==> src/rtl/mult8x8_seq_ctrl_if.sv <==
// Request/operand and result/register-control bundle for mult8x8_seq_ctrl.
// master drives the request and operands; slave (the multiplier) drives everything else.
interface mult8x8_seq_ctrl_if;
  logic        start;
  logic [7:0]  dataa;
  logic [7:0]  datab;
  logic [15:0] product;
  logic        reg_clk_ena;
  logic        reg_sclr_n;
  logic        busy;
  logic        done_flag;

  modport master (
    output start, dataa, datab,
    input  product, reg_clk_ena, reg_sclr_n, busy, done_flag
  );

  modport slave (
    input  start, dataa, datab,
    output product, reg_clk_ena, reg_sclr_n, busy, done_flag
  );
endinterface

==> src/rtl/mult8x8_seq_ctrl.sv <==
// 8x8 multiplier built from one 4x4 multiplier over four nibble steps. The result appears 5 cycles after start; start is ignored while busy.
// Signed operands are enabled by defining MULT_SIGNED_EN; the default build is unsigned.
module mult8x8_seq_ctrl (
  input  logic               clk,
  input  logic               reset_n,
  mult8x8_seq_ctrl_if.slave  bus
);

  typedef enum logic [2:0] {
    S_IDLE,
    S_LSB,
    S_MID1,
    S_MID2,
    S_MSB,
    S_DONE
  } state_e;

  state_e      state_q, state_d;
  logic [7:0]  a_q, a_d;
  logic [7:0]  b_q, b_d;
  logic [15:0] acc_q, acc_d;

  logic        accept;
  logic [3:0]  nib_a, nib_b;
  logic [7:0]  pp;
  logic [15:0] pp_sh;
  logic [15:0] sum;

`ifdef MULT_SIGNED_EN
  logic sign_q, sign_d;

  // 0x80 maps to 0x80, which reads correctly as magnitude 128 when treated as unsigned.
  function automatic logic [7:0] mag8(input logic [7:0] v);
    return v[7] ? (~v + 8'd1) : v;
  endfunction
`endif

  assign accept = bus.start && ((state_q == S_IDLE) || (state_q == S_DONE));

  always_comb begin
    nib_a = a_q[3:0];
    nib_b = b_q[3:0];
    case (state_q)
      S_MID1:  nib_a = a_q[7:4];
      S_MID2:  nib_b = b_q[7:4];
      S_MSB: begin
        nib_a = a_q[7:4];
        nib_b = b_q[7:4];
      end
      default: ;
    endcase
  end

  assign pp = {4'b0000, nib_a} * {4'b0000, nib_b};

  always_comb begin
    pp_sh = 16'h0000;
    case (state_q)
      S_LSB:         pp_sh = {8'h00, pp};
      S_MID1, S_MID2: pp_sh = {4'h0, pp, 4'h0};
      S_MSB:         pp_sh = {pp, 8'h00};
      default:       ;
    endcase
  end

  assign sum = acc_q + pp_sh;

  always_comb begin
    state_d = state_q;
    a_d     = a_q;
    b_d     = b_q;
    acc_d   = acc_q;
`ifdef MULT_SIGNED_EN
    sign_d  = sign_q;
`endif
    case (state_q)
      S_IDLE, S_DONE: begin
        state_d = S_IDLE;
        if (accept) begin
`ifdef MULT_SIGNED_EN
          a_d    = mag8(bus.dataa);
          b_d    = mag8(bus.datab);
          sign_d = bus.dataa[7] ^ bus.datab[7];
`else
          a_d    = bus.dataa;
          b_d    = bus.datab;
`endif
          acc_d   = 16'h0000;
          state_d = S_LSB;
        end
      end
      S_LSB: begin
        acc_d   = sum;
        state_d = S_MID1;
      end
      S_MID1: begin
        acc_d   = sum;
        state_d = S_MID2;
      end
      S_MID2: begin
        acc_d   = sum;
        state_d = S_MSB;
      end
      S_MSB: begin
`ifdef MULT_SIGNED_EN
        acc_d   = sign_q ? (~sum + 16'd1) : sum;
`else
        acc_d   = sum;
`endif
        state_d = S_DONE;
      end
      default: state_d = S_IDLE;
    endcase
  end

  always_ff @(posedge clk or negedge reset_n) begin
    if (!reset_n) begin
      state_q <= S_IDLE;
      a_q     <= 8'h00;
      b_q     <= 8'h00;
      acc_q   <= 16'h0000;
`ifdef MULT_SIGNED_EN
      sign_q  <= 1'b0;
`endif
    end else begin
      state_q <= state_d;
      a_q     <= a_d;
      b_q     <= b_d;
      acc_q   <= acc_d;
`ifdef MULT_SIGNED_EN
      sign_q  <= sign_d;
`endif
    end
  end

  // Outputs are decoded from state or read straight from registers, never from the inputs.
  assign bus.product     = acc_q;
  assign bus.busy        = (state_q == S_LSB) || (state_q == S_MID1) ||
                           (state_q == S_MID2) || (state_q == S_MSB);
  assign bus.done_flag   = (state_q == S_DONE);
  assign bus.reg_clk_ena = (state_q == S_LSB) || (state_q == S_DONE);
  assign bus.reg_sclr_n  = (state_q != S_LSB);

endmodule

==> src/flat_wrapper.sv <==
// flat-port wrapper written by rule: the top's interface ports become plain ports
module mult8x8_seq_ctrl_flat 
  (clk, reset_n, bus_start, bus_dataa, bus_datab, bus_product, bus_reg_clk_ena, bus_reg_sclr_n, bus_busy, bus_done_flag);
  mult8x8_seq_ctrl_if bus_i ();
  input  logic clk;
  input  logic reset_n;
  input wire logic [$bits(bus_i.start)-1:0] bus_start;
  input wire logic [$bits(bus_i.dataa)-1:0] bus_dataa;
  input wire logic [$bits(bus_i.datab)-1:0] bus_datab;
  output wire logic [$bits(bus_i.product)-1:0] bus_product;
  output wire logic [$bits(bus_i.reg_clk_ena)-1:0] bus_reg_clk_ena;
  output wire logic [$bits(bus_i.reg_sclr_n)-1:0] bus_reg_sclr_n;
  output wire logic [$bits(bus_i.busy)-1:0] bus_busy;
  output wire logic [$bits(bus_i.done_flag)-1:0] bus_done_flag;
  assign bus_i.start = bus_start;
  assign bus_i.dataa = bus_dataa;
  assign bus_i.datab = bus_datab;
  assign bus_product = bus_i.product;
  assign bus_reg_clk_ena = bus_i.reg_clk_ena;
  assign bus_reg_sclr_n = bus_i.reg_sclr_n;
  assign bus_busy = bus_i.busy;
  assign bus_done_flag = bus_i.done_flag;
  mult8x8_seq_ctrl u_core (.clk(clk), .reset_n(reset_n), .bus(bus_i));
endmodule
==> config.mk <==
export PLATFORM = sky130hd
export DESIGN_NAME = mult8x8_seq_ctrl_flat
export DESIGN_NICKNAME = d
export VERILOG_FILES = /design/src/rtl/mult8x8_seq_ctrl_if.sv /design/src/rtl/mult8x8_seq_ctrl.sv /design/src/flat_wrapper.sv
export SDC_FILE = /design/constraint.sdc
export NUM_CORES = 1
export LEC_CHECK = 0
export ABC_AREA = 1
export CAP_MARGIN = 20
export CORE_MARGIN = 1.5
export CORE_UTILIZATION = 30
export CTS_CLUSTER_SIZE = 20
export DETAILED_ROUTE_END_ITERATION = 10
export GPL_TIMING_DRIVEN = 1
export PLACE_DENSITY = 0.51
export REMOVE_ABC_BUFFERS = 1
export SLEW_MARGIN = 20
export SYNTH_ARGS = -nofsm -noshare
export SYNTH_HDL_FRONTEND = slang
export SYNTH_SLANG_ARGS = --single-unit
==> constraint.sdc <==
create_clock -name clk -period 5.95 [get_ports clk]
set_clock_uncertainty 0.1 [all_clocks]
set_input_delay 1.4875 -clock clk [delete_from_list [all_inputs] [get_ports clk]]
set_output_delay 1.4875 -clock clk [all_outputs]
set_load 0.02 [all_outputs]
======== Yosys cells after proc, flatten, opt, wreduce, memory -nomap -nowiden ========
Index checks and enable logic that the tools add are counted.
word-level totals
  bits of input ports ..................... 19
  word-level logic and storage cells ...... 35
  memory bits (read-only) ................. 0
  register bits ........................... 35
  output and inout bits ................... 20
  memories kept ........................... 0
  memory bits (writable) .................. 0
  bits in latches ......................... 0
operators by class
  $add $sub $neg .......................... 1
  magnitude comparators ................... 0
  reduce and logical (&&, ||, !) cells .... 15
  shift operators ......................... 0
  div/mod/pow operators ................... 0
  multipliers ............................. 1
  muxes and demuxes ....................... 7
  equal/unequal tests ..................... 7
  bitwise gates (word level) .............. 0
operator list
  cell                count
  $pmux 16 s3         1
  $pmux 16 s2         1
  $add 16x16->16      1
  $mux 16             1
  $pmux 3 s5          1
  $mul 4x4->8         1
  $mux 4              2
  $reduce_or 2->1     4
  $eq 3x2->1 const B  2
  $eq 3x3->1 const B  2
  $logic_or 1x1->1    5
  $reduce_and 2->1    2
  $reduce_or 4->1     1
  $eq 3x1->1 const B  1
  $logic_not 3->1     1
  $ne 3x1->1 const B  1
  $ne 2x1->1 const B  1
  $reduce_bool 2->1   1
  $logic_and 1x1->1   1
  $mux 1              1

======== Longest topological paths before layout ========
  depth after elaboration ................. 7
  depth in mapped cells ................... 30
  mapped depth without buffers ............ 30

======== Worst setup path after synthesis ========
Ideal clock, no wire load.
  kind .................................... reg2reg
  from .................................... register u_core.state_q[0]
  to ...................................... register u_core.acc_q[15] (netlist: u_core.bus.product[15])
  setup slack ............................. 1.404 ns
  cell stages (with the launch flop) ...... 26
  arrival time ............................ 4.328 ns
  data required time ...................... 5.732 ns
  clock period less this slack ............ 4.546 ns
  path buffers ............................ 1
  setup time .............................. 0.118 ns
  path through ............................ dfrtp_1 > nor2_1 > nand2_1 > buf_4 > nand2_1 > nand2_1 > o21ai_2 > nand2_1 > fa_1 > inv_1 > fa_1 > inv_1 > fa_1 > nor2_1 > a211oi_1 > xor2_1 > o22ai_1 > ha_1 > a21oi_1 > nand2_1 > a21oi_1 > nand3_1 > nand2_1 > nand2_1 > nand3_1 > nand2_1
on the way
  cells in the longest elaborated chain, start to end .. 7
  elaborated cells on any way between the ends .. 22
  those cells by class .................... add/sub: 1; mul: 1; eq/ne: 6; mux: 4; reduce/logical: 10
ends and longest elaborated chain
  item                                             line                                                                    text
  start, declared                                  mult8x8_seq_ctrl.sv:18                                                  state_e state_q, state_d;
  start signal, assigned                           mult8x8_seq_ctrl.sv:126                                                 state_q <= state_d;
  $eq 3x3->1 / $eq 3x2->1 (equally long branches)  mult8x8_seq_ctrl.sv:43, mult8x8_seq_ctrl.sv:58, mult8x8_seq_ctrl.sv:76
  $reduce_or 2->1 (no line)                        -
  $mux 4                                           mult8x8_seq_ctrl.sv:43                                                  case (state_q)
  $mul 4x4->8                                      mult8x8_seq_ctrl.sv:54                                                  assign pp = {4'b0000, nib_a} * {4'b0000, nib_b};
  $pmux 16 s3                                      mult8x8_seq_ctrl.sv:58                                                  case (state_q)
  $add 16x16->16                                   mult8x8_seq_ctrl.sv:66                                                  assign sum = acc_q + pp_sh;
  $pmux 16 s2                                      mult8x8_seq_ctrl.sv:76                                                  case (state_q)
  end signal, assigned                             mult8x8_seq_ctrl.sv:121                                                 acc_q <= 16'h0000;
  end signal, assigned                             mult8x8_seq_ctrl.sv:129                                                 acc_q <= acc_d;
  end, declared                                    mult8x8_seq_ctrl.sv:21                                                  logic [15:0] acc_q, acc_d;
Parallel ways exist; a longest one is shown, timed or not.
A chain may end at the register's enable or synchronous reset.

======== Worst setup path in the final report ========
Ends and elaborated chain as after synthesis.

==> impl_metrics.yaml <==
status:
  outcome: "completed"
worst_setup_path:
  rr_startpoint: "u_core.state_q[0]"
  crit_required_ns: 6.04
  critPathTopFamily: "simple AND/OR/NAND/NOR gates"
  crit_buf_inv: 2
  start_kind: "flip-flop"
  critPathMaxStageDelay_ns: 0.55
  r2r_end: "u_core.bus.product[15]"
  crit_path_frequent_cell: "nand2_1"
  cp-end-kind: "flip-flop"
  rrSetupSlack_ns: 0.90
  cp_slowest_cell: "fa_1"
  critPathMaxFanout: 11
  crit_type: "flip-flop to flip-flop"
  worstRegToRegCells: 27
  cp.arrival_ns: 5.15
layout:
  final_layout_size_suffix_gt1_share_pct: 5.386
  utilization_pct: 37.87
  final_nets: 477
  area_delta_synth_final_pct: 21.12
  diodes: 0
pwr:
  power_density_mw_per_mm2: 589.7
  ir_worst_vdd_mv: 0.1963
  p_leak_nw: 1.738
logic_synthesis:
  ys_ff_latch: 35
  ys.flop_type: "dfrtp_1"
  synth_area_leaders: "dfrtp_1 32%, nand2_1 18%, ha_1 12%"
  ys_top_cells_by_count: "130 x nand2_1, 47 x inv_1, 36 x nor2_1"
  synth.most_common_cell: "nand2_1"
  synth_fa_ha_area_share_pct: 15.83
  yosysWarningCount: 0
  ys_seq_area_share_pct: 31.66
  syn-cell-area_mm2: 0.002766
  yosys.area_share.simple_pct: 27.59
  muxShareOfSynthArea_pct: 0.3618
  synth_top_family_by_area: "simple AND/OR/NAND/NOR gates"
  yosysUniqueCellTypes: 35
  synthArstFlopShare_pct: 100.0
  yosysTopAreaCell: "dfrtp_1"
  syn_avg_cell_area_um2: 7.185
  synth_edf_count: 0
  synth_top_cell_area_share_pct: 31.66
  synthXorXnorAreaFrac_pct: 2.216
  synth_cells: 385
  synth_compound_area_share_pct: 14.11
grt:
  grt_max_degree: 36
  globalRouteOverflowTotal: 0
  grt.total_usage_pct: 14.50
  antenna_found_initial: 0
  grt_pass1_vias: 2501
  grt_pass1_wl_mm: 11.27
sta:
  slew_violations: 0
  slew_headroom_pct: 62.26
  tightest_slew_ns: 0.5655
  setup_tns_ns: 0
  rsz0062_at_grt: "no"
  fmax_mhz: 197.9
  setup_violations: 0
  hold_viol: 0
  fin_crit_ns: 5.053
  post-route-period-util_pct: 84.92
clock_network:
  cts_tree: "done"
  postCtsSetupRepairBufs: 0
  cts_hold_buf: 0
  clk_latency_ns: 0.30
  cts_buffers: 5
  clockBufferDepth: 2
  cts_max_level: 2
  path_clk_slew_ns: 0.08
  cts_root_buffer: "clkbuf_8"
  post_cts_resized: 0
  clock_sinks: 35
place:
  gp_congestion: 0.9001
  port_buffers: 38
  dpl.hpwl_mm: 5.285
route:
  wl_mm: 6.576
  avgRoutedWirePerCell_um: 12.29
  viasPerCell: 4.682
  drtAntennaViolNets: 0
  vias: 2505
  drc_errors: 0
  drt-pass1-iter-count: 4
  drt_iter0_markers: 54
floorplan:
  die_area_mm2: 0.009806
  rows: 34
  die_w_um: 99.03
  start_util_pct: 31.26
  core_area_mm2: 0.008848
  die_y_um: 99.03
  io_pins: 39
worst_hold_path:
  min_from: "u_core.a_q[6]"
  worstHoldPathCells: 2
  hp-class: "flip-flop to flip-flop"
  whs_endpoint: "u_core.a_q[6]"
run:
  max-cap-violations: 0
==> area by class of cell <==
type | count | area, um^2
multi-input cells | 294 | 1663
inverters | 51 | 196.4
clock inverters | 3 | 23.77
fillers | 976 | 5498
repair buffers | 39 | 387.9
well taps | 108 | 135.1
flip-flops and latches | 35 | 875.8
clock buffers | 5 | 68.82
==> through the flow <==
step	cells	cell area [um^2]	worst slack, ns	total power, mW	hold slack (ns)
finish	535	3351	0.8974	1.976	0.3890
global route	535	3351	0.3912	2.209	0.4132
CTS	535	3351	0.8885	2.009	0.3899
detailed placement	527	3258	0.8999	1.807	0.3674
global placement	527	3258	1.049	1.801	0.3657
floorplan	380	2735	1.401	1.406	0.3481
==> metal layers <==
layer	track usage, %	part of all wire (%)
met5	0	0
met3	2.411	2.8
met4	5.055	1.6
met2	26.47	48
met1	17.11	48
==> kinds of logic (layout without fill, tap and decap cells) <==
logic type / Yosys count / in the layout
and+or+nand+nor: 189 / 189
AOI/OAI and AO/OA: 65 / 65
buffers and inverters: 56 / 98
DFF: 35 / 35
adders and majority gates: 32 / 32
xor gates and xnor gates: 7 / 7
muxes: 1 / 1
==> state kept, by name (all words and copies together) (netlist names) <==
signal,flops
u_core.bus.product,16
u_core.a_q,8
u_core.b_q,8
u_core.state_q,3
==> worst min-delay path: stages (launching register included) <==
cell	delay [ns]
dfrtp_1	0.35
nand2_1	0.06
nand2_1	0.06
==> power breakdown <==
group	leakage, nW	internal (mW)	switching, mW	total [mW]
registers	0.450	0.339	0.0587	0.398
logic	1.25	0.502	0.891	1.39
clock network	0.0408	0.0838	0.102	0.185
==> how the worst max path moves through the flow <==
stage / startpoint / to / cells past startpoint
6_report: u_core.state_q[0] / u_core.bus.product[15] / 27
5_1_grt: u_core.state_q[0] / u_core.bus.product[15] / 26
4_1_cts: u_core.state_q[0] / u_core.bus.product[15] / 27
3_5_place_dp: u_core.state_q[0] / u_core.bus.product[15] / 27
3_3_place_gp: u_core.state_q[0] / u_core.bus.product[15] / 24
2_1_floorplan: u_core.state_q[0] / u_core.bus.product[15] / 24
==> cells in the final DEF (no fill, tap or decap), drive strengths merged, types with 2 or more instances in the layout <==
cell type / Yosys / layout
fa: 5 / 5
clkdlybuf4s50: 0 / 38
nor2: 38 / 38
inv: 50 / 51
a21oi: 19 / 19
clkinvlp: 0 / 2
nand2: 131 / 131
o22ai: 8 / 8
dfrtp: 35 / 35
nand3b: 2 / 2
nand3: 13 / 13
a22o: 2 / 2
xor2: 3 / 3
nand4: 2 / 2
clkbuf: 2 / 5
a21o: 2 / 2
ha: 27 / 27
o21ai: 30 / 30
xnor2: 4 / 4
Power figures use the tool's default switching activity.
